**config.mk**
```make
export PLATFORM = sky130hd
export DESIGN_NAME = wd_fault_handler_flat
export DESIGN_NICKNAME = d
export VERILOG_FILES = /design/src/rtl/wd_fault_if.sv /design/src/rtl/wd_fault_handler.sv /design/src/flat_wrapper.sv
export SDC_FILE = /design/constraint.sdc
export NUM_CORES = 1
export LEC_CHECK = 0
export ABC_AREA = 1
export BUFFER_PORTS_ARGS = -buffer_cell sky130_fd_sc_hd__buf_2
export CORE_ASPECT_RATIO = 2
export CORE_MARGIN = 4
export CORE_UTILIZATION = 61
export DETAILED_ROUTE_END_ITERATION = 6
export GPL_ROUTABILITY_DRIVEN = 0
export GPL_TIMING_DRIVEN = 0
export PLACE_DENSITY = 0.81
export SETUP_SLACK_MARGIN = 0.5
export SLEW_MARGIN = 15
export SYNTH_ARGS = -nofsm -noshare
export SYNTH_HDL_FRONTEND = slang
export SYNTH_SLANG_ARGS = --single-unit
```
**constraint.sdc**
```tcl
create_clock -name clk -period 7.41 [get_ports clk]
set_clock_uncertainty 0.15 [all_clocks]
set_input_delay 0.741 -clock clk [delete_from_list [all_inputs] [get_ports clk]]
set_output_delay 0.741 -clock clk [all_outputs]
set_load 0.05 [all_outputs]
```
**src/rtl/wd_fault_if.sv**
```systemverilog
// Watchdog fault handler bus: watchdog levels, sample stream,
// host clear handshake and status.
interface wd_fault_if #(
    parameter int DATA_W = 16,
    parameter int CNT_W  = 8
);
    logic                     wd_warning;
    logic                     wd_triggered;
    logic signed [DATA_W-1:0] sample_in;
    logic                     sample_valid_in;
    logic signed [DATA_W-1:0] sample_out;
    logic                     sample_valid_out;
    logic                     clear_req;
    logic                     clear_ack;
    logic                     wd_force_reset;
    logic                     tx_enable;
    logic                     warn;
    logic                     fault;
    logic [CNT_W-1:0]         fault_count;
    logic [2:0]               state;

    modport master (
        output wd_warning, wd_triggered,
        output sample_in, sample_valid_in, clear_req,
        input  sample_out, sample_valid_out, clear_ack,
        input  wd_force_reset, tx_enable, warn, fault,
        input  fault_count, state
    );

    modport slave (
        input  wd_warning, wd_triggered,
        input  sample_in, sample_valid_in, clear_req,
        output sample_out, sample_valid_out, clear_ack,
        output wd_force_reset, tx_enable, warn, fault,
        output fault_count, state
    );
endinterface

```
**src/rtl/wd_fault_handler.sv**
```systemverilog
// Ramps the carrier to zero on a watchdog trip, mutes TX and
// re-arms the watchdog after a successful host clear.
module wd_fault_handler #(
    parameter int DATA_W    = 16,
    parameter int GAIN_W    = 8,
    parameter int RAMP_STEP = 16,
    parameter int RAMP_DIV  = 4,
    parameter int HOLDOFF   = 8,
    parameter int CNT_W     = 8
) (
    input  logic      clk,
    input  logic      rst,
    wd_fault_if.slave bus
);
    localparam int TW = (RAMP_DIV > 1) ? $clog2(RAMP_DIV) : 1;
    localparam int HW = (HOLDOFF > 1) ? $clog2(HOLDOFF) : 1;
    localparam logic [GAIN_W-1:0] GAIN_FS = '1;
    localparam logic [GAIN_W-1:0] STEP    = GAIN_W'(RAMP_STEP);

    typedef enum logic [2:0] {
        S_RUN     = 3'd0,
        S_WARN    = 3'd1,
        S_RAMP    = 3'd2,
        S_MUTED   = 3'd3,
        S_RECOVER = 3'd4
    } state_t;

    state_t                     r_state;
    state_t                     w_next;
    logic [GAIN_W-1:0]          r_gain;
    logic [TW-1:0]              r_tick;
    logic [HW-1:0]              r_hold;
    logic signed [DATA_W-1:0]   r_out;
    logic                       r_valid;
    logic                       r_ack;
    logic                       r_frst;
    logic                       r_tx;
    logic                       r_warn;
    logic                       r_fault;
    logic [CNT_W-1:0]           r_cnt;
    logic                       w_tick_end;
    logic                       w_hold_end;
    logic                       w_enter_ramp;
    logic                       w_recovered;
    logic                       w_cnt_inc;
    logic signed [DATA_W+GAIN_W:0] w_prod;

    assign w_tick_end = (r_tick == TW'(RAMP_DIV - 1));
    assign w_hold_end = (r_hold == HW'(HOLDOFF - 1));
    assign w_prod = bus.sample_in * $signed({1'b0, r_gain});

    always_comb begin
        w_next = r_state;
        unique case (r_state)
            S_RUN, S_WARN: begin
                if (bus.wd_triggered)
                    w_next = S_RAMP;
                else if (bus.wd_warning)
                    w_next = S_WARN;
                else
                    w_next = S_RUN;
            end
            S_RAMP:
                if (r_gain == '0)
                    w_next = S_MUTED;
            S_MUTED:
                if (bus.clear_req && !bus.wd_triggered)
                    w_next = S_RECOVER;
            S_RECOVER:
                if (w_hold_end)
                    w_next = bus.wd_triggered ? S_MUTED : S_RUN;
            default: w_next = S_RUN;
        endcase
    end

    assign w_enter_ramp = (w_next == S_RAMP) && (r_state != S_RAMP);
    assign w_recovered  = (r_state == S_RECOVER) && (w_next == S_RUN);
    // Counts fresh trips and failed recoveries alike
    assign w_cnt_inc = w_enter_ramp ||
                       ((r_state == S_RECOVER) && (w_next == S_MUTED));

    always_ff @(posedge clk or posedge rst) begin
        if (rst)
            r_state <= S_RUN;
        else
            r_state <= w_next;
    end

    always_ff @(posedge clk or posedge rst) begin
        if (rst) begin
            r_gain  <= GAIN_FS;
            r_tick  <= '0;
            r_hold  <= '0;
            r_out   <= '0;
            r_valid <= 1'b0;
            r_ack   <= 1'b0;
            r_frst  <= 1'b0;
            r_tx    <= 1'b0;
            r_warn  <= 1'b0;
            r_fault <= 1'b0;
            r_cnt   <= '0;
        end else begin
            r_valid <= bus.sample_valid_in;
            r_ack   <= w_recovered;
            r_frst  <= (r_state == S_MUTED) && (w_next == S_RECOVER);
            r_tx    <= w_next inside {S_RUN, S_WARN, S_RAMP};
            r_warn  <= (w_next == S_WARN);

            if (bus.sample_valid_in) begin
                unique case (r_state)
                    S_RUN, S_WARN: r_out <= bus.sample_in;
                    S_RAMP:        r_out <= DATA_W'(w_prod >>> GAIN_W);
                    default:       r_out <= '0;
                endcase
            end

            if (r_state != S_RAMP || w_tick_end)
                r_tick <= '0;
            else
                r_tick <= r_tick + 1'b1;

            if (r_state != S_RECOVER)
                r_hold <= '0;
            else
                r_hold <= r_hold + 1'b1;

            if (r_state == S_RAMP && w_tick_end)
                r_gain <= (r_gain < STEP) ? '0 : r_gain - STEP;
            else if (w_recovered)
                r_gain <= GAIN_FS;

            if (w_enter_ramp)
                r_fault <= 1'b1;
            else if (w_recovered)
                r_fault <= 1'b0;

            if (w_cnt_inc && r_cnt != '1)
                r_cnt <= r_cnt + 1'b1;
        end
    end

    assign bus.sample_out       = r_out;
    assign bus.sample_valid_out = r_valid;
    assign bus.clear_ack        = r_ack;
    assign bus.wd_force_reset   = r_frst;
    assign bus.tx_enable        = r_tx;
    assign bus.warn             = r_warn;
    assign bus.fault            = r_fault;
    assign bus.fault_count      = r_cnt;
    assign bus.state            = r_state;
endmodule
```
**src/flat_wrapper.sv**
```systemverilog
// flat-port wrapper written by rule: the top's interface ports become plain ports
module wd_fault_handler_flat 
#(
    parameter int DATA_W    = 16,
    parameter int GAIN_W    = 8,
    parameter int RAMP_STEP = 16,
    parameter int RAMP_DIV  = 4,
    parameter int HOLDOFF   = 8,
    parameter int CNT_W     = 8
)
  (clk, rst, bus_wd_warning, bus_wd_triggered, bus_sample_in, bus_sample_valid_in, bus_clear_req, bus_sample_out, bus_sample_valid_out, bus_clear_ack, bus_wd_force_reset, bus_tx_enable, bus_warn, bus_fault, bus_fault_count, bus_state);
  wd_fault_if #(.DATA_W(DATA_W), .CNT_W(CNT_W)) bus_i ();
  input  logic clk;
  input  logic rst;
  input wire logic [$bits(bus_i.wd_warning)-1:0] bus_wd_warning;
  input wire logic [$bits(bus_i.wd_triggered)-1:0] bus_wd_triggered;
  input wire logic [$bits(bus_i.sample_in)-1:0] bus_sample_in;
  input wire logic [$bits(bus_i.sample_valid_in)-1:0] bus_sample_valid_in;
  input wire logic [$bits(bus_i.clear_req)-1:0] bus_clear_req;
  output wire logic [$bits(bus_i.sample_out)-1:0] bus_sample_out;
  output wire logic [$bits(bus_i.sample_valid_out)-1:0] bus_sample_valid_out;
  output wire logic [$bits(bus_i.clear_ack)-1:0] bus_clear_ack;
  output wire logic [$bits(bus_i.wd_force_reset)-1:0] bus_wd_force_reset;
  output wire logic [$bits(bus_i.tx_enable)-1:0] bus_tx_enable;
  output wire logic [$bits(bus_i.warn)-1:0] bus_warn;
  output wire logic [$bits(bus_i.fault)-1:0] bus_fault;
  output wire logic [$bits(bus_i.fault_count)-1:0] bus_fault_count;
  output wire logic [$bits(bus_i.state)-1:0] bus_state;
  assign bus_i.wd_warning = bus_wd_warning;
  assign bus_i.wd_triggered = bus_wd_triggered;
  assign bus_i.sample_in = bus_sample_in;
  assign bus_i.sample_valid_in = bus_sample_valid_in;
  assign bus_i.clear_req = bus_clear_req;
  assign bus_sample_out = bus_i.sample_out;
  assign bus_sample_valid_out = bus_i.sample_valid_out;
  assign bus_clear_ack = bus_i.clear_ack;
  assign bus_wd_force_reset = bus_i.wd_force_reset;
  assign bus_tx_enable = bus_i.tx_enable;
  assign bus_warn = bus_i.warn;
  assign bus_fault = bus_i.fault;
  assign bus_fault_count = bus_i.fault_count;
  assign bus_state = bus_i.state;
  wd_fault_handler #(.DATA_W(DATA_W), .GAIN_W(GAIN_W), .RAMP_STEP(RAMP_STEP), .RAMP_DIV(RAMP_DIV), .HOLDOFF(HOLDOFF), .CNT_W(CNT_W)) u_core (.clk(clk), .rst(rst), .bus(bus_i));
endmodule
```
==> flow_summary.rst, run 1 <==
.. list-table::
   :header-rows: 1

   * - Metric
     - Value
   * - Cts bufs inserted
     - 5
   * - Required @ worst endpoint
     - 7.48 ns
   * - Most frequent cells in the layout
     - inv_1 (240), nand2_1 (170), fa_1 (71)
   * - Worst slew margin relative to its limit
     - between 40% and 50%
   * - Synthesized area per cell
     - 7.44 µm²
   * - RSZ-0062 raised after global routing
     - false
   * - Critical path cell sequence
     - buf_4 > clkbuf_1 > nand2_1 > o21ai_0 > inv_1 > ha_1 > o21bai_1 > fa_1 > fa_1 > inv_1 > fa_1 > inv_1 > ha_1 > a21oi_1 > nor2_1 > nor2_1 > nor2_1 > nor3_1 > nand2_1 > nand2_1 > nand3_2 > a21oi_2
   * - Layout area overhead
     - 9.18%
   * - Sequential cell area
     - around 1100 µm²
   * - Crit path max-delay family
     - adder cells
   * - Number of max-slew violations in the final report
     - 0
   * - Number of vias after detailed routing
     - 5732
   * - Number of synthesized register bits
     - 43
   * - Antenna cells
     - 0
   * - Type of destination of the critical path
     - flip-flop
   * - Number of global-route vias before repair
     - 6094
   * - Total of max-cap violations
     - 0
   * - Top-level port count
     - 55
   * - Cell at the root of the clock tree
     - clkbuf_16
   * - CTS tree
     - built
   * - Insertion delay of the later-clocked pin in the worst-skew pair
     - 0.29 ns
   * - Aggregate negative setup slack
     - 0 ns
   * - Clock net sink count
     - 43
   * - GR Overflow Total
     - 0
   * - HPWL Detailed
     - 13700 µm
   * - Result of the run
     - finished clean
   * - Maximum single-stage delay on the critical path
     - 0.62 ns
   * - Setup slack of the most critical reg-to-reg path
     - 1.66 ns
   * - Width of the die
     - between 80 and 90 µm
   * - First-pass GRT wire length
     - 27300 µm
   * - Transition time of the tightest slew-check pin
     - 0.767 ns
   * - Drt via density
     - 5.30
   * - Cell with the largest stage delay on the worst path
     - clkbuf_1
   * - Number of core rows
     - 53
   * - Wire length per cell
     - about 15 µm
   * - Leading cell type in the layout, fill and taps excluded
     - inv_1
   * - Initial antenna violation count
     - 0
   * - Startpoint class of the critical path
     - flip-flop
   * - Setup-violating endpoint count in the final report
     - 0
   * - Total buffers and inverters traversed by the critical path
     - 5
   * - Core Box Area
     - between 10000 and 15000 µm²
   * - Largest buffer count on any clock path
     - 2
   * - Hold Violations, Final
     - 0
   * - Setup CP Type
     - reg2reg
   * - Fill cell total of the finished layout
     - 932
   * - Count of distinct cell types in the synthesized netlist
     - 42
   * - Number of nets still failing antenna checks after routing
     - 0
   * - Clock-pin slew on the worst setup and hold paths
     - 0.07 ns
   * - Highest Clock Rate
     - 174 MHz
   * - Residual DRC
     - 0
   * - Worst Path Arrival
     - just under 6 ns
   * - Level count of the clock H-tree
     - 2
   * - Total length of routed wires
     - 16300 µm
   * - Synthesis warning total
     - 0
   * - Post-layout minimum cycle time
     - 5.75 ns
   * - CTS Hold Buffers Added
     - 0
   * - Count of cells resized by post-cts repair
     - 0
   * - Multi-input gate area in the final layout
     - 4500 µm²
   * - Synthesized area
     - around 6600 µm²
   * - Portion of the clock cycle consumed by the worst path in the final layout
     - 77.6%
   * - Router iterations before antenna repair
     - 5
   * - Highest fanout seen on the critical path
     - 10
   * - Die footprint
     - 12600 µm²
   * - Syn_nets
     - 1044
   * - Number of buffer cells added on primary ports
     - 54
   * - Die Y
     - 155 µm
   * - Total global routing track utilization
     - 28.4%
   * - Synthesized instance count
     - 882
   * - Initial core utilization
     - 62.3%
   * - Fraction of layout instances using a drive strength above 1
     - between 10% and 20%
   * - Nets
     - 1106
   * - Sequential element share of the synthesized area
     - between 10% and 20%
   * - Worst Hold Class
     - reg2reg
   * - First DRT Iteration DRCs
     - 234
   * - Pin count of the biggest net entering global routing
     - 26
   * - Number of post-CTS setup repair buffers
     - 0
## kinds of logic after synthesis
logic type / after synthesis / share of synthesized area [%]
fa+ha+maj: 140 / 34.8
simple gates: 294 / 19.6
mux: 1 / 0.171
compound gates: 116 / 10.3
xor+xnor: 26 / 3.58
flops: 43 / 16.5
buf+inv: 262 / 15.1
## cell type report
| class | count | area share, % |
|---|---|---|
| plain buffers | 16 | 0.908 |
| well taps | 137 | 2.39 |
| repair buffers | 55 | 4.05 |
| inverters | 246 | 12.9 |
| flip-flops and latches | 43 | 15.1 |
| clock buffers | 6 | 1.80 |
| clock inverters | 2 | 0.175 |
| multi-input cells | 577 | 62.7 |
## state kept, by name, summed over array words and instances, names as in the netlist
name                         count
u_core.r_tick                    2
u_core.bus.state                 3
u_core.r_gain                    5
u_core.bus.clear_ack             1
u_core.bus.tx_enable             1
u_core.bus.sample_out           16
u_core.bus.warn                  1
u_core.r_hold                    3
u_core.bus.fault                 1
u_core.bus.fault_count           8
u_core.bus.sample_valid_out      1
u_core.bus.wd_force_reset        1
## path summary, 6_finish.rpt
check                                              from                                    end  cells after the start
setup / recovery           u_core.r_gain[2]$_DFFE_PP1P_  u_core.bus.sample_out[12]$_DFFE_PP0P_                     22
hold / removal               u_core.r_hold[0]$_DFF_PP0_             u_core.r_hold[0]$_DFF_PP0_                      1
setup reg to reg           u_core.r_gain[2]$_DFFE_PP1P_  u_core.bus.sample_out[12]$_DFFE_PP0P_                     22
hold reg to reg              u_core.r_hold[0]$_DFF_PP0_             u_core.r_hold[0]$_DFF_PP0_                      1
max in group asynchronous                           rst           u_core.r_gain[6]$_DFFE_PP1P_                      3
min in group asynchronous                           rst             u_core.r_tick[1]$_DFF_PP0_                      2
## routing by layer
metal	part of all wire [%]	wire length [µm]	GRT usage [%]
met4	8.4	1370	19.8
met2	55	8910	52.5
met5	0	0	0
met3	4.1	667	3.61
met1	33	5300	27.4
## worst register-to-register path, stage by stage (launching register included)
cell and delay [ns]:
dfstp_2 0.52, buf_4 0.23, clkbuf_1 0.62, nand2_1 0.38, o21ai_0 0.25, inv_1 0.06
ha_1 0.17, o21bai_1 0.16, fa_1 0.47, fa_1 0.51, inv_1 0.06, fa_1 0.54
inv_1 0.05, ha_1 0.36, a21oi_1 0.21, nor2_1 0.06, nor2_1 0.22, nor2_1 0.07
nor3_1 0.25, nand2_1 0.09, nand2_1 0.07, nand3_2 0.07, a21oi_2 0.12
## synthesized netlist by cell type, drive strengths merged
master,count,share of area [%]
fa,71,22
a21boi,2,0.23
xor2,15,2.1
nand3b,2,0.23
nand3,33,2.9
clkinv,1,0.057
o21ai,29,2.3
nor3b,2,0.30
inv,245,14
a31oi,1,0.095
a211oi,1,0.11
nand2,182,11
nor3,11,1.1
or2,1,0.095
o21bai,21,2.4
nor2,57,3.5
dfrtp,38,14
ha,69,13
a21oi,58,4.7
xnor2,11,1.5
nand4,6,0.57
o21a,1,0.11
o2bb2ai,1,0.13
a21o,2,0.23
clkbuf,13,0.74
mux2,1,0.17
dfstp,5,2.0
buf,3,0.25
## metrics by stage
stage	utilization [%]	instances	instance area (µm²)	hold slack, ns	worst slack, ns
floorplan	-	882	6570	0.259	2.67
global placement	66.5	1073	7010	0.271	1.73
detailed placement	66.7	1074	7030	0.277	1.71
CTS	68.0	1082	7170	0.284	1.67
global route	68.0	1082	7170	0.300	1.33
finish	68.0	1082	7170	0.280	1.66
Power of run 1 is left out: the tool's default activity adds up to more than one toggle a clock period on the data nets, which glitch-free logic cannot reach.
==> run 2, diff against run 1 <==
--- a/config.mk
+++ b/config.mk
@@ -9,11 +9,11 @@
 export BUFFER_PORTS_ARGS = -buffer_cell sky130_fd_sc_hd__buf_2
 export CORE_ASPECT_RATIO = 2
 export CORE_MARGIN = 4
-export CORE_UTILIZATION = 61
+export CORE_UTILIZATION = 56
 export DETAILED_ROUTE_END_ITERATION = 6
 export GPL_ROUTABILITY_DRIVEN = 0
 export GPL_TIMING_DRIVEN = 0
-export PLACE_DENSITY = 0.81
+export PLACE_DENSITY = 0.78
 export SETUP_SLACK_MARGIN = 0.5
 export SLEW_MARGIN = 15
 export SYNTH_ARGS = -nofsm -noshare
==> constraint.sdc (replaced) <==
create_clock -name clk -period 5.1 [get_ports clk]
set_clock_uncertainty 0.15 [all_clocks]
set_input_delay 0.51 -clock clk [delete_from_list [all_inputs] [get_ports clk]]
set_output_delay 0.51 -clock clk [all_outputs]
set_load 0.05 [all_outputs]
==> run 2 against run 1 <==
Via count grew 12%. Sequential share of layout area down 2.3 points. Worst hold slack worse by 0.081 ns.
==> flow_summary.rst, run 2 (synthesis results as in run 1) <==
.. list-table::
   :header-rows: 1

   * - Metric
     - Value
   * - Result of the run
     - finished clean
   * - Portion of the clock cycle consumed by the worst path in the final layout
     - a little over nine tenths
   * - CTS tree
     - built
   * - Required @ worst endpoint
     - 5.16 ns
   * - Residual DRC
     - 0
   * - Number of flip-flops in the largest register
     - 16
   * - Number of max-slew violations in the final report
     - 0
   * - Number of nets still failing antenna checks after routing
     - 0
   * - Worst Hold Class
     - in2reg
   * - Hold Startpoint
     - bus_sample_valid_in
   * - Clock net sink count
     - 43
   * - First DRT Iteration DRCs
     - 518
   * - Level count of the clock H-tree
     - 2
   * - Initial antenna violation count
     - 0
   * - Cts bufs inserted
     - 5
   * - Most frequent cells in the layout
     - inv_1 (216), nand2_1 (138), fa_1 (69)
   * - Setup CP Type
     - reg2reg
   * - Clock-pin slew on the worst setup and hold paths
     - around 0.070 ns
   * - Nets
     - 1146
   * - Reg2Reg Launch Point
     - u_core.r_gain[2]$_DFFE_PP1P_
   * - Final Hold Slack
     - 0.200 ns
   * - Slack of the critical path
     - 0.280 ns
   * - Cell at the root of the clock tree
     - clkbuf_16
   * - Initial core utilization
     - 57.5%
   * - Total of max-cap violations
     - 0
   * - Router iterations before antenna repair
     - 6
   * - HPWL Detailed
     - 13700 µm
   * - Layout area overhead
     - 29.3%
   * - Post-layout minimum cycle time
     - approximately 4.8 ns
   * - Fraction of layout instances using a drive strength above 1
     - between 30 and 40%
   * - Number of buffer cells added on primary ports
     - 54
   * - Highest Clock Rate
     - slightly above 200 MHz
   * - Origin of the worst setup path
     - u_core.r_gain[2]$_DFFE_PP1P_
   * - Worst slew margin relative to its limit
     - between 50% and 60%
   * - Die Y
     - 161 µm
   * - Startpoint class of the critical path
     - flip-flop
   * - Worst Path Arrival
     - 4.88 ns
   * - Aggregate negative setup slack
     - 0 ns
   * - GR Overflow Total
     - 0
   * - Number of vias after detailed routing
     - 6436
   * - Pre-CTS setup slack
     - -0.367 ns
   * - Die footprint
     - 13600 µm²
   * - Insertion delay of the later-clocked pin in the worst-skew pair
     - 0.29 ns
   * - Total global routing track utilization
     - 27.6%
   * - Core Box Area
     - 11400 µm²
   * - Number of global-route vias before repair
     - roughly 6600
   * - RSZ-0062 raised after global routing
     - true
   * - Total length of routed wires
     - 21400 µm
   * - Largest buffer count on any clock path
     - 2
   * - Transition time of the tightest slew-check pin
     - 0.649 ns
   * - Type of destination of the critical path
     - flip-flop
   * - Highest fanout seen on the critical path
     - 7
   * - Leading cell type in the layout, fill and taps excluded
     - inv_1
   * - Width of the die
     - 84.6 µm
   * - Number of core rows
     - 55
   * - Pin count of the biggest net entering global routing
     - 38
   * - Wire length per cell
     - roughly 19 µm
   * - Hold Violations, Final
     - 0
   * - Drt via density
     - 5.71
   * - First-pass GRT wire length
     - 30000 µm
   * - Antenna cells
     - 0
   * - Setup-violating endpoint count in the final report
     - 0
   * - Top-level port count
     - 55
[run 2: cell types whose count changed in the layout (fill, tap and decap cells not counted), moves of 20 or more]
cell	previous run	this run
inv_2	5	28
inv_1	240	216
nand2_2	12	32
nand2_1	170	138
buf_4	1	32
a21oi_1	53	33
[run 2: path summary, 6_finish.rpt]
path / to / cells after the start / slack [ns]
min: u_core.bus.sample_valid_out$_DFF_PP0_ / 1 / 0.20
max reg2reg: u_core.bus.sample_out[11]$_DFFE_PP0P_ / 21 / 0.28
min reg2reg: u_core.r_hold[0]$_DFF_PP0_ / 1 / 0.29
min in group asynchronous: u_core.bus.sample_out[10]$_DFFE_PP0P_ / 3 / 0.52
max in group asynchronous: u_core.r_gain[7]$_DFFE_PP1P_ / 4 / 3.77
max: u_core.bus.sample_out[11]$_DFFE_PP0P_ / 21 / 0.28
[run 2: per-stage QoR]
stage               cells  cell area [µm²]  utilization [%]
floorplan             882             6570                -
global placement     1078             7020             61.5
detailed placement   1079             7040             61.6
CTS                  1094             7770             68.0
global route         1127             8490             74.3
finish               1127             8490             74.3
[run 2: layout make-up]
| cell class | instances | area [µm²] |
|---|---|---|
| multi-input combinational | 577 | 5310 |
| fill | 768 | 2940 |
| sequential | 43 | 1080 |
| inverter | 246 | 926 |
| timing repair buffer | 95 | 659 |
| buffer | 16 | 195 |
| tap | 142 | 178 |
| clock buffer | 6 | 129 |
| clock inverter | 2 | 12.5 |
[run 2: repair_timing]
item	CTS	global route
gates resized for setup	103	129
hold buffers	1	0
setup buffers	5	32
cloned	1	1
setup endpoints to repair	16	16
endpoints found under the hold margin	6	0
pin swaps	22	83
[run 2: per-layer routing]
| metal | part of all wire, % | up-vias | wire (µm) | track usage, % |
|---|---|---|---|---|
| met5 | 0 | - | 0 | 0 |
| met4 | 9.5 | 0 | 2020 | 23.1 |
| met3 | 5.7 | 150 | 1220 | 2.81 |
| met2 | 53 | 339 | 11400 | 51.6 |
| met1 | 31 | 3097 | 6700 | 25.9 |
| li1 | - | 2850 | - | - |
[run 2: worst max-delay path, cell delays in order, from the launching register on]
cell and delay [ns]:
dfstp_2 0.55, buf_12 0.14, clkbuf_16 0.20, nand2_8 0.09, o21ai_1 0.15, inv_1 0.06
ha_1 0.19, o21bai_1 0.18, fa_1 0.48, fa_1 0.51, inv_1 0.06, fa_1 0.54
inv_1 0.07, ha_4 0.33, nand2_2 0.10, nor2_4 0.12, nand3_1 0.13, nand2_2 0.18
nand2_2 0.09, nand3_1 0.13, nand3_2 0.11, a21oi_2 0.17
Power of run 2 is left out for the same reason.
